`src/rtl/wand_line_serial_rx.sv`:
```
// Receiver for a wired-AND single-wire serial line: two-flop synchronizer, mid-bit
// sampling FSM, and a one-word valid/ready output slot with framing and overrun pulses.
module wand_line_serial_rx #(
  parameter int CLKS_PER_BIT = 16,
  parameter int DATA_W       = 8
) (
  input  logic              clk,
  input  logic              rst_n,
  input  logic              line_i,
  output logic [DATA_W-1:0] rx_data,
  output logic              rx_valid,
  input  logic              rx_ready,
  output logic              frame_err,
  output logic              overrun
);

  localparam int CNT_W = $clog2(CLKS_PER_BIT);
  localparam int BIT_W = $clog2(DATA_W + 1);
  localparam logic [CNT_W-1:0] HALF_LAST = CNT_W'(CLKS_PER_BIT / 2 - 1);
  localparam logic [CNT_W-1:0] FULL_LAST = CNT_W'(CLKS_PER_BIT - 1);
  localparam logic [BIT_W-1:0] LAST_BIT  = BIT_W'(DATA_W - 1);

  typedef enum logic [2:0] {
    S_IDLE,
    S_START,
    S_DATA,
    S_STOP,
    S_BREAK
  } state_t;

  state_t            r_state;
  logic              r_sync1;
  logic              r_sync2;
  logic [CNT_W-1:0]  r_cnt;
  logic [BIT_W-1:0]  r_bit;
  logic [DATA_W-1:0] r_shift;
  logic              w_ls;

  assign w_ls = r_sync2;

  always_ff @(posedge clk or negedge rst_n) begin
    if (!rst_n) begin
      r_sync1   <= 1'b1;
      r_sync2   <= 1'b1;
      r_state   <= S_IDLE;
      r_cnt     <= '0;
      r_bit     <= '0;
      r_shift   <= '0;
      rx_data   <= '0;
      rx_valid  <= 1'b0;
      frame_err <= 1'b0;
      overrun   <= 1'b0;
    end else begin
      r_sync1   <= line_i;
      r_sync2   <= r_sync1;
      frame_err <= 1'b0;
      overrun   <= 1'b0;

      // A consume may be overridden below by a same-edge delivery.
      if (rx_valid && rx_ready) begin
        rx_valid <= 1'b0;
      end

      case (r_state)
        S_IDLE: begin
          r_cnt <= '0;
          if (!w_ls) begin
            r_state <= S_START;
          end
        end

        S_START: begin
          if (r_cnt == HALF_LAST) begin
            r_cnt   <= '0;
            r_bit   <= '0;
            r_state <= w_ls ? S_IDLE : S_DATA;
          end else begin
            r_cnt <= r_cnt + 1'b1;
          end
        end

        S_DATA: begin
          if (r_cnt == FULL_LAST) begin
            r_cnt   <= '0;
            r_shift <= {w_ls, r_shift[DATA_W-1:1]};
            r_bit   <= r_bit + 1'b1;
            if (r_bit == LAST_BIT) begin
              r_state <= S_STOP;
            end
          end else begin
            r_cnt <= r_cnt + 1'b1;
          end
        end

        S_STOP: begin
          if (r_cnt == FULL_LAST) begin
            r_cnt <= '0;
            if (w_ls) begin
              r_state <= S_IDLE;
              if (!rx_valid || rx_ready) begin
                rx_data  <= r_shift;
                rx_valid <= 1'b1;
              end else begin
                overrun <= 1'b1;
              end
            end else begin
              frame_err <= 1'b1;
              r_state   <= S_BREAK;
            end
          end else begin
            r_cnt <= r_cnt + 1'b1;
          end
        end

        S_BREAK: begin
          // Held-low line must be released before another start is accepted.
          r_cnt <= '0;
          if (w_ls) begin
            r_state <= S_IDLE;
          end
        end

        default: begin
          r_state <= S_IDLE;
          r_cnt   <= '0;
        end
      endcase
    end
  end

endmodule

```
`config.mk`:
```
export PLATFORM = sky130hd
export DESIGN_NAME = wand_line_serial_rx
export DESIGN_NICKNAME = d
export VERILOG_FILES = /design/src/rtl/wand_line_serial_rx.sv
export SDC_FILE = /design/constraint.sdc
export NUM_CORES = 1
export LEC_CHECK = 0
export CORE_UTILIZATION = 49
export CTS_CLUSTER_DIAMETER = 120
export CTS_CLUSTER_SIZE = 16
export DETAILED_ROUTE_END_ITERATION = 7
export GPL_TIMING_DRIVEN = 1
export PLACE_DENSITY = 0.82
export REMOVE_ABC_BUFFERS = 1
export SLEW_MARGIN = 0
export SYNTH_ARGS = -nofsm -noshare
export SYNTH_HDL_FRONTEND = slang
export SYNTH_SLANG_ARGS = --single-unit
```
`constraint.sdc`:
```
create_clock -name clk -period 1.5 [get_ports clk]
set_input_delay 0.375 -clock clk [delete_from_list [all_inputs] [get_ports clk]]
set_output_delay 0.375 -clock clk [all_outputs]
set_load 0.01 [all_outputs]
```
## Yosys cells after proc, flatten, opt, wreduce, memory -nomap -nowiden

Index checks and enable logic that the tools add are counted.

| cells by class | value |
|---|---|
| $add $sub $neg | 2 |
| equal/unequal tests | 13 |
| mux-type cells | 27 |
| reduce and logical (&&, ||, !) cells | 10 |

Operators with widths:

| cell | count |
|---|---|
| $mux W3 | 7 |
| $mux W4 | 4 |
| $pmux W4 S2 | 2 |
| $pmux W3 S5 | 1 |
| $mux W1 | 12 |
| $ne A2 B2 Y1 const B | 6 |
| $add A4 B1 Y4 const B | 2 |
| $eq A4 B3 Y1 const B | 2 |
| $eq A3 B2 Y1 const B | 2 |
| $reduce_and A6 Y1 | 1 |
| $eq A4 B4 Y1 const B | 1 |
| $reduce_and A4 Y1 | 1 |
| $eq A3 B1 Y1 const B | 1 |
| $eq A3 B3 Y1 const B | 1 |
| $logic_not A3 Y1 | 1 |
| $reduce_and A3 Y1 | 1 |
| $mux W2 | 1 |
| $reduce_and A2 Y1 | 1 |
| $reduce_bool A2 Y1 | 1 |
| $reduce_or A2 Y1 | 1 |
| $logic_and A1 B1 Y1 | 1 |
| $logic_not A1 Y1 | 1 |
| $logic_or A1 B1 Y1 | 1 |

| word-level totals | value |
|---|---|
| register bits | 32 |
| input port bits | 4 |
| output and inout bits | 11 |
| word-level logic and storage cells | 62 |

## Logic depth before layout (Yosys ltp)

Gate-level depths: netlist (run 1).

| logic depth | value |
|---|---|
| depth after elaboration | 6 |
| mapped depth | 5 |
| mapped depth without buffers | 4 |

## Worst setup path after synthesis (run 1)

Ideal clock, no wire load.

| timing path | value |
|---|---|
| kind | register to register |
| from | register r_cnt[0] |
| to | register rx_data[0] |
| setup time | 125 ps |
| data arrival time | 1,392 ps |
| required time | 1,375 ps |
| path slack | -16 ps |
| stages on the path, launching flop included | 6 |
| path through | dfrtp_1 ha_1 and2b_4 and4_1 buf_6 mux2_2 |

| on the way | value |
|---|---|
| cells in the longest elaborated chain, start to end | 2 |

RTL lines:

| element | RTL line | text |
|---|---|---|
| start: declaration | 34 | `logic [CNT_W-1:0] r_cnt;` |
| start signal: assignment | 78 | `r_cnt <= r_cnt + 1'b1;` |
| start signal: assignment | 91 | `r_cnt <= r_cnt + 1'b1;` |
| start signal: assignment | 111 | `r_cnt <= r_cnt + 1'b1;` |
| $eq A4 B4 Y1 | 96 | `if (r_cnt == FULL_LAST) begin` |
| $reduce_and A4 Y1 (no source line) | -- |  |
| end signal: assignment | 101 | `rx_data <= r_shift;` |
| end: declaration | 10 | `output logic [DATA_W-1:0] rx_data,` |

No other way between the ends.
A chain may end at the register's enable or synchronous reset.

## Worst setup path after layout (run 1)

| timing path | value |
|---|---|
| from | register r_cnt[0] |
| to | register rx_data[7] |

The elaborated chain is that of the path after synthesis.

==> out/metrics.yaml, run 1 <==
switching_share: 0.308
place.gp.congestion: 0.784
synth-simple-area-share: 0.168
drive_above_1_share: 0.405
critical_path_class: "reg -> reg"
rr_startpoint: "r_cnt[0]$_DFF_PN0_"
synthTopCellsByArea: "dfrtp_1 (52%), mux2_2 (13%), dfstp_2 (3.7%)"
worst_pin_slew_ps: 374
worstSetupEndpointType: "flop"
dieArea_mm2: 0.00314
io-pin-count: 15
clkPwrFrac: 0.252
initial_core_util: 0.519
synthFlopType: "dfrtp_1"
yosysTopAreaCellShare: 0.524
hold_ws_ps: 370
yosysSeqAreaShare: 0.561
r2r-end: "rx_data[7]$_DFFE_PN0P_"
period_needed_ps: 1540
synth_cells: 112
rows: 19
ys_ff_latch: 32
finalWirelength_um: 2870
required_ps: 1730
hold_violations: 0
synth_top_family_by_area: "simple AND/OR/NAND/NOR gates"
nets: 153
hold_path_end: "r_sync2$_DFF_PN1_"
cts_tree: "done"
numCtsBuffers: 5
grt_start_max_net_pins: 33
cts_root_buffer: "clkbuf_4"
setup_viol: 9
power.switching_w: 0.000785
yosysWarnings: 0
finalSetupTns_ps: -280
fin_total_pwr_w: 0.00255
synthAdderAreaFrac: 0.0175
insertion_delay_ps: 330
ctsHoldBuffers: 0
maxSlewViolCount: 0
seqPwrFrac: 0.429
clock.fmax_ghz: 0.649
grt_use_total: 0.202
num_vias: 997
drc_errors: 0
yosysTopAreaCell: "dfrtp_1"
holdPathStages: 0
postLayoutSetupSlackWorst_ps: -41.5
arrival_ps: 1770
rsz0062_at_grt: "true"
finalCritPeriodShare: 1.03
slew_headroom: 0.749
grt_remaining_overflow: 0
maxCapViolCount: 0
place_area_mm2: 0.00170
cts-htree-levels: 2
async_reset_ff_frac: 1.00
grt_first_pass_wirelength_um: 4660
r2r_setup_slack_ps: -40
num_antenna_cells: 0
antenna_found_initial: 0
dr.pass1.iters: 4
syn_area_mm2: 0.00143
p_leak_nw: 0.924
synth.area.mux_share: 0.133
path_clk_slew_ps: 100
crit_fanout: 8
internal-power_w: 0.00176
synth_edf_count: 0
clockBufferDepth: 2
numClockSinks: 32
synth-xor-area-share: 0.0184
die_y_um: 56.0
finClkSkew_ps: 1.96
hold_class: "reg -> reg"
finish.utilization: 0.671
drt_iter0_drc: 31
post-dp-hpwl_um: 1920
combPwrFrac: 0.319
core_mm2: 0.00276
avgSynthCellArea_um2: 12.8
wl_per_cell_um: 16.0
portBuffers: 14
viasPerCell: 5.57
max-vdd-ir-drop_mv: 1.05
fin_area_mm2: 0.00185
area_delta_synth_final_pct: 29.3
ant_nets: 0
synth_compound_area_frac: 0.0656
status: "finished with violations"
cp-start-kind: "flop"
violations: "setup timing"
synth_common_cells: "dfrtp_1 (30), mux2_2 (16), nor2_1 (7)"
synth.most_common_cell: "dfrtp_1"
power.density_mw_per_mm2: 1380
die_w_um: 56.0
grt_pass1_vias: 1045
reg2regPathDepth: 5
synth_cell_types: 41
hold_start: "r_sync1$_DFF_PN1_"
==> metal layers <==
layer | wire (um) | vias to the layer above | GRT usage
met4 | 53 | 0 | 0.0732
met3 | 141 | 5 | 0.0791
li1 | - | 464 | -
met2 | 1490 | 24 | 0.338
met5 | 0 | - | 0
met1 | 1180 | 504 | 0.233
==> what timing repair did <==
| item | in CTS | in global routing |
|---|---|---|
| pin swaps | 2 | 1 |
| setup buffers | 2 | 2 |
| resized for setup | 15 | 15 |
| setup endpoints to repair | 29 | 22 |
==> cell type report <==
| class | instances | area [um^2] |
|---|---|---|
| multi-input cells | 71 | 628 |
| clock inverters | 2 | 35.0 |
| well taps | 31 | 38.8 |
| flip-flops and latches | 32 | 807 |
| fillers | 202 | 907 |
| repair buffers | 33 | 285 |
| clock buffers | 6 | 41.3 |
| inverters | 4 | 15.0 |
==> critical path: stages, from the launching register on <==
cell and delay (ps):
dfrtp_1 380, ha_2 190, and2b_4 190, and4_1 190
buf_6 160, mux2_4 310
==> power by group through the flow <==
stage          clock (W)  sequential (W)  combinational [W]
2_1_floorplan          0         0.00110           0.000363
3_3_place_gp           0         0.00109           0.000634
3_5_place_dp           0         0.00110           0.000663
4_1_cts         0.000657         0.00109           0.000709
5_1_grt         0.000695         0.00111           0.000880
6_report        0.000643         0.00109           0.000814
==> through the flow <==
stage,std cells,worst slack [ps]
after detailed placement,167,-277
after global routing,179,-67.5
after CTS,177,-25.8
after global placement,167,-243
final,179,-41.5
after floorplan,107,-85.2
==> cells in the final DEF (no fill, tap or decap), types with 2 or more instances in the layout <==
cell type / count
nand3_1: 5
dlygate4sd2_1: 11
clkbuf_4: 5
dfrtp_1: 27
inv_1: 4
mux2_4: 8
nand3b_1: 3
clkdlybuf4s50_1: 3
dfstp_2: 2
nand2_1: 5
dfrtp_2: 3
xor2_1: 2
nor2b_1: 2
mux2_2: 8
nor2_1: 7
buf_4: 17
==> cell families after synthesis <==
kind of cell	Yosys count
xor gates and xnor gates	3
adders and majority gates	2
buffers and inverters	9
and+or+nand+nor	38
muxes	17
DFF	32
AOI/OAI and AO/OA	11
==> sequential cells by signal, indices dropped and copies added (netlist names) <==
| signal | cells |
|---|---|
| r_bit | 4 |
| overrun | 1 |
| r_cnt | 4 |
| r_state | 3 |
| frame_err | 1 |
| r_shift | 8 |
| rx_data | 8 |
| r_sync2 | 1 |
| r_sync1 | 1 |
| rx_valid | 1 |
==> worst max path at each step <==
stage	to	start	slack [ps]
detailed placement	rx_data[1]$_DFFE_PN0P_	rx_ready	-280
global route	rx_data[1]$_DFFE_PN0P_	r_cnt[0]$_DFF_PN0_	-70
global placement	rx_data[6]$_DFFE_PN0P_	rx_ready	-240
CTS	rx_data[1]$_DFFE_PN0P_	r_cnt[0]$_DFF_PN0_	-30
finish	rx_data[7]$_DFFE_PN0P_	r_cnt[0]$_DFF_PN0_	-40
floorplan	rx_data[0]$_DFFE_PN0P_	r_cnt[0]$_DFF_PN0_	-90
No activity file was read; power rests on OpenSTA's default activity.
==> inputs of run 2 (changes only) <==
Settings changed: CORE_UTILIZATION 49 to 50, PLACE_DENSITY 0.82 to 0.7.
Clock period 1.5 ns to 1.7 ns, I/O delays scaled along.
==> run 2 against run 1 <==
The run now ends clean; combinational power down 39%; via count down 5.7%; worst setup slack better by 89 ps; worst hold slack lost 8.0 ps; final cell count decreased by 6.1%; clock-buffer cell count did not move; critical path type is now reg -> out; critical endpoint is now rx_data[7]; highest routed layer unchanged.
==> out/metrics.yaml, run 2 (synthesized netlist as in run 1, its figures left out) <==
setup_viol: 0
num_vias: 940
viasPerCell: 5.60
crit_path_top_delay_cell: "clkdlybuf4s50_1"
critPathTopFamily: "buffers and inverters"
antenna_found_initial: 0
finClkSkew_ps: 8.97
worst_pin_slew_ps: 467
ctsResizeCount: 0
finalWirelength_um: 2470
p_leak_nw: 0.922
hold_violations: 0
cts_tree: "done"
num_antenna_cells: 0
clockBufferDepth: 2
required_ps: 1270
grt_start_max_net_pins: 33
slew_headroom: 0.686
die_y_um: 55.5
grt_first_pass_wirelength_um: 4430
r2r_setup_slack_ps: 110
status: "completed"
place.gp.congestion: 0.790
initial_core_util: 0.524
final_cell_mix: "dfrtp_1 (30), mux2_2 (16), clkdlybuf4s50_1 (8), nor2_1 (7), buf_4 (7)"
fillCellCount: 210
multi_input_area_um2: 576
grt_use_total: 0.190
nets: 142
drc_errors: 0
drive_above_1_share: 0.314
grt-busiest-layer: "met2"
io-pin-count: 15
critical_path_class: "reg -> out"
reg2regPathDepth: 3
cts_root_buffer: "clkbuf_4"
insertion_delay_ps: 340
max-vdd-ir-drop_mv: 1.03
clock.fmax_ghz: 0.605
rows: 19
core_mm2: 0.00273
maxCapViolCount: 0
maxSlewViolCount: 0
grt_util_met2: 0.299
cp-start-kind: "flop"
path_cells: "clkdlybuf4s50_1"
path_clk_slew_ps: 90
period_needed_ps: 1650
dr.pass1.iters: 4
hold_start: "r_sync1$_DFF_PN1_"
wl_per_cell_um: 14.7
dieArea_mm2: 0.00308
fin_area_mm2: 0.00172
r2r-end: "r_shift[7]$_DFFE_PN0P_"
post-dp-hpwl_um: 1730
ant_nets: 0
area_delta_synth_final_pct: 20.3
place_area_mm2: 0.00165
critPathMaxStageDelay_ps: 540
cts-htree-levels: 2
critPathBufInv: 1
drt_iter0_drc: 12
arrival_ps: 1230
portBuffers: 14
holdPathStages: 0
worstSetupEndpointType: "output pin"
numClockSinks: 32
seq_area_um2: 803
rr_startpoint: "r_state[0]$_DFFE_PN0P_"
numCtsBuffers: 5
cts_setup_buffers: 0
grtUsageMet3: 0.0820
power.density_mw_per_mm2: 1110
hold_path_end: "r_sync2$_DFF_PN1_"
finalSetupTns_ps: 0
grt_remaining_overflow: 0
final_common_cell: "dfrtp_1"
rsz0062_at_grt: "false"
ctsHoldBuffers: 0
die_w_um: 55.5
finalCritPeriodShare: 0.972
hold_class: "reg -> reg"
reg_top3: "r_shift: 8 flops, rx_data: 8 flops"
grt_pass1_vias: 1003
grtUsageMet1: 0.229
crit_fanout: 2
-- run 2: metrics by stage --
| step | setup slack, ps | std cells | utilization | total power, W | hold slack (ps) |
|---|---|---|---|---|---|
| finish | 47.7 | 168 | 0.630 | 0.00191 | 362 |
| global route | 1.32 | 168 | 0.630 | 0.00202 | 369 |
| CTS | 12.8 | 168 | 0.624 | 0.00193 | 364 |
| detailed placement | -126 | 160 | 0.602 | 0.00147 | 347 |
| global placement | -99.8 | 160 | 0.602 | 0.00145 | 348 |
| floorplan | 115 | 107 | - | 0.00129 | 129 |
-- run 2: worst max path at each step --
stage / from / to / slack [ps] / cells after the start
after floorplan: r_cnt[0]$_DFF_PN0_ / rx_data[0]$_DFFE_PN0P_ / 110 / 4
after global placement: rx_ready / rx_data[7]$_DFFE_PN0P_ / -100 / 5
after detailed placement: rx_ready / rx_data[3]$_DFFE_PN0P_ / -130 / 5
after CTS: rx_data[3]$_DFFE_PN0P_ / rx_data[3] / 10 / 1
after global routing: rx_valid$_DFF_PN0_ / rx_valid / 1 / 1
final: rx_data[7]$_DFFE_PN0P_ / rx_data[7] / 50 / 1
-- run 2: per-layer routing --
layer  vias up  wire length [um]
li1        445                 -
met1       476              1120
met2        14              1190
met3         5               105
met4         0                50
met5         -                 0
-- run 2: power breakdown --
group          leakage, nW  internal (W)  switching (W)
combinational        0.456      0.000258       0.000238
sequential           0.428      0.000854       0.000112
clock               0.0380      0.000196       0.000249
total                0.922       0.00131       0.000598
-- run 2: final cells by class --
type	instances	share of cell area
inverter	4	0.00872
clock buffer	6	0.0298
clock inverter	2	0.00581
multi-input combinational	71	0.334
timing repair buffer	22	0.132
sequential	32	0.467
tap	31	0.0225
==> inputs of run 3 (changes only) <==
Settings changed: CORE_MARGIN set to 2.
==> run 3 against run 2 <==
Global-route usage grew 0.48 points; critical path depth did not move; die area is 7.3% higher; worst setup slack better by 28 ps; worst hold slack gained 0.84 ps; clock power grew 43%; wire length is 3.7% higher; first-iteration DRC count increased by 25%; critical path type unchanged; sequential power fell by 0.8%; combinational power increased by 4.8%.
==> out/metrics.yaml, run 3 (synthesized netlist as in run 1, its figures left out) <==
path_cells: "clkdlybuf4s50_1"
cts_setup_buffers: 0
worst_pin_slew_ps: 449
initial_core_util: 0.524
cts_tree: "done"
finalWirelength_um: 2560
p_leak_nw: 0.981
fillCellCount: 214
seqPwrFrac: 0.452
finalCritPeriodShare: 0.955
max-vdd-ir-drop_mv: 1.31
nets: 143
combPwrFrac: 0.246
grt_pass1_vias: 1009
critPathBufInv: 1
rr_startpoint: "r_cnt[0]$_DFF_PN0_"
crit_start: "overrun$_DFF_PN0_"
num_vias: 938
rows: 19
grt_use_total: 0.195
status: "completed"
io-pin-count: 15
wl_per_cell_um: 15.1
cts_root_buffer: "clkbuf_4"
clkPwrFrac: 0.302
cp-start-kind: "flop"
reg_top3: "r_shift: 8 flops, rx_data: 8 flops"
placed_cells: 161
grt_first_pass_wirelength_um: 4670
numClockSinks: 32
post-dp-hpwl_um: 1850
portBuffers: 14
critical_path_class: "reg -> out"
hold_start: "r_sync1$_DFF_PN1_"
antenna_found_initial: 0
maxCapViolCount: 0
dieArea_mm2: 0.00331
setup_viol: 0
arrival_ps: 1200
rsz0062_at_grt: "false"
critPathMaxStageDelay_ps: 530
final_common_cell: "dfrtp_1"
final_cell_mix: "dfrtp_1 (30), mux2_2 (16), dlymetal6s2s_1 (8), buf_4 (8), nor2_1 (7)"
slew_headroom: 0.698
cts-htree-levels: 2
crit_path_top_delay_cell: "clkdlybuf4s50_1"
fin_cells: 169
clock.fmax_ghz: 0.616
die_y_um: 57.5
finClkSkew_ps: 7.85
maxSlewViolCount: 0
place.gp.congestion: 0.802
area_delta_synth_final_pct: 23.4
num_antenna_cells: 0
hold_violations: 0
grt_remaining_overflow: 0
insertion_delay_ps: 330
hold_class: "reg -> reg"
fin_total_pwr_w: 0.00212
ant_nets: 0
drc_errors: 0
viasPerCell: 5.55
drive_above_1_share: 0.319
power.density_mw_per_mm2: 1200
numCtsBuffers: 5
dr.pass1.iters: 4
core_mm2: 0.00273
power.switching_w: 0.000601
die_w_um: 57.5
required_ps: 1270
grt_start_max_net_pins: 33
ctsHoldBuffers: 0
period_needed_ps: 1620
worstSetupEndpointType: "output pin"
crit_fanout: 1
drt_iter0_drc: 15
switching_share: 0.284
path_clk_slew_ps: 100
internal-power_w: 0.00151
clockBufferDepth: 2
critPathTopFamily: "buffers and inverters"
==> run 3: cell count changes in the layout (fill, tap and decap cells not counted), sizes merged <==
cell / delta
clkbuf: +1
buf: +1
dlygate4sd2: +1
clkdlybuf4s50: -3
clkinv: -2
bufinv: +1
dlymetal6s2s: +2
==> run 3: per-stage QoR <==
stage / setup slack, ps / util / TNS, ps / area (um^2) / hold WS (ps)
detailed placement: -124 / 0.605 / -870 / 1650 / 347
global route: 11.5 / 0.646 / 0 / 1770 / 370
finish: 75.9 / 0.646 / 0 / 1770 / 363
CTS: 6.73 / 0.639 / 0 / 1750 / 366
floorplan: 115 / - / 0 / 1390 / 129
global placement: -79.5 / 0.605 / -630 / 1650 / 348
==> run 3: power by group through the flow <==
stage / clock network (W) / registers (W) / logic [W]
floorplan: 0 / 0.000972 / 0.000321
CTS: 0.000661 / 0.000956 / 0.000523
detailed placement: 0 / 0.000970 / 0.000520
finish: 0.000638 / 0.000957 / 0.000520
global route: 0.000700 / 0.000976 / 0.000583
global placement: 0 / 0.000967 / 0.000502
==> run 3: area by class of cell <==
| type | instances | area (um^2) | share of cell area |
|---|---|---|---|
| inverters | 4 | 15.0 | 0.00850 |
| flip-flops and latches | 32 | 803 | 0.455 |
| multi-input cells | 71 | 576 | 0.326 |
| repair buffers | 23 | 239 | 0.135 |
| clock buffers | 7 | 65.1 | 0.0368 |
| clock inverters | 1 | 30.0 | 0.0170 |
| well taps | 31 | 38.8 | 0.0220 |
==> run 3: metal layers <==
layer | global-route usage | wire length (um) | vias up
li1 | - | - | 450
met1 | 0.246 | 1140 | 474
met2 | 0.305 | 1290 | 12
met3 | 0.0839 | 107 | 2
met4 | 0.0598 | 16 | 0
met5 | 0 | 0 | -
==> run 3: worst paths after layout <==
check / endpoint / slack [ps] / depth (start not counted)
setup / recovery: overrun / 80 / 1
hold / removal: r_sync2$_DFF_PN1_ / 360 / 0
setup reg to reg: rx_data[7]$_DFFE_PN0P_ / 130 / 5
hold reg to reg: r_sync2$_DFF_PN1_ / 360 / 0
max in group asynchronous: r_sync2$_DFF_PN1_ / 1010 / 2
min in group asynchronous: r_bit[1]$_DFFE_PN0P_ / 440 / 2
==> run 3: what timing repair did <==
| action | 4_1_cts | 5_1_grt |
|---|---|---|
| gates resized for setup | 1 | 8 |
| endpoints found under the setup margin | 1 | 8 |
| endpoints found under the hold margin | 0 | 0 |
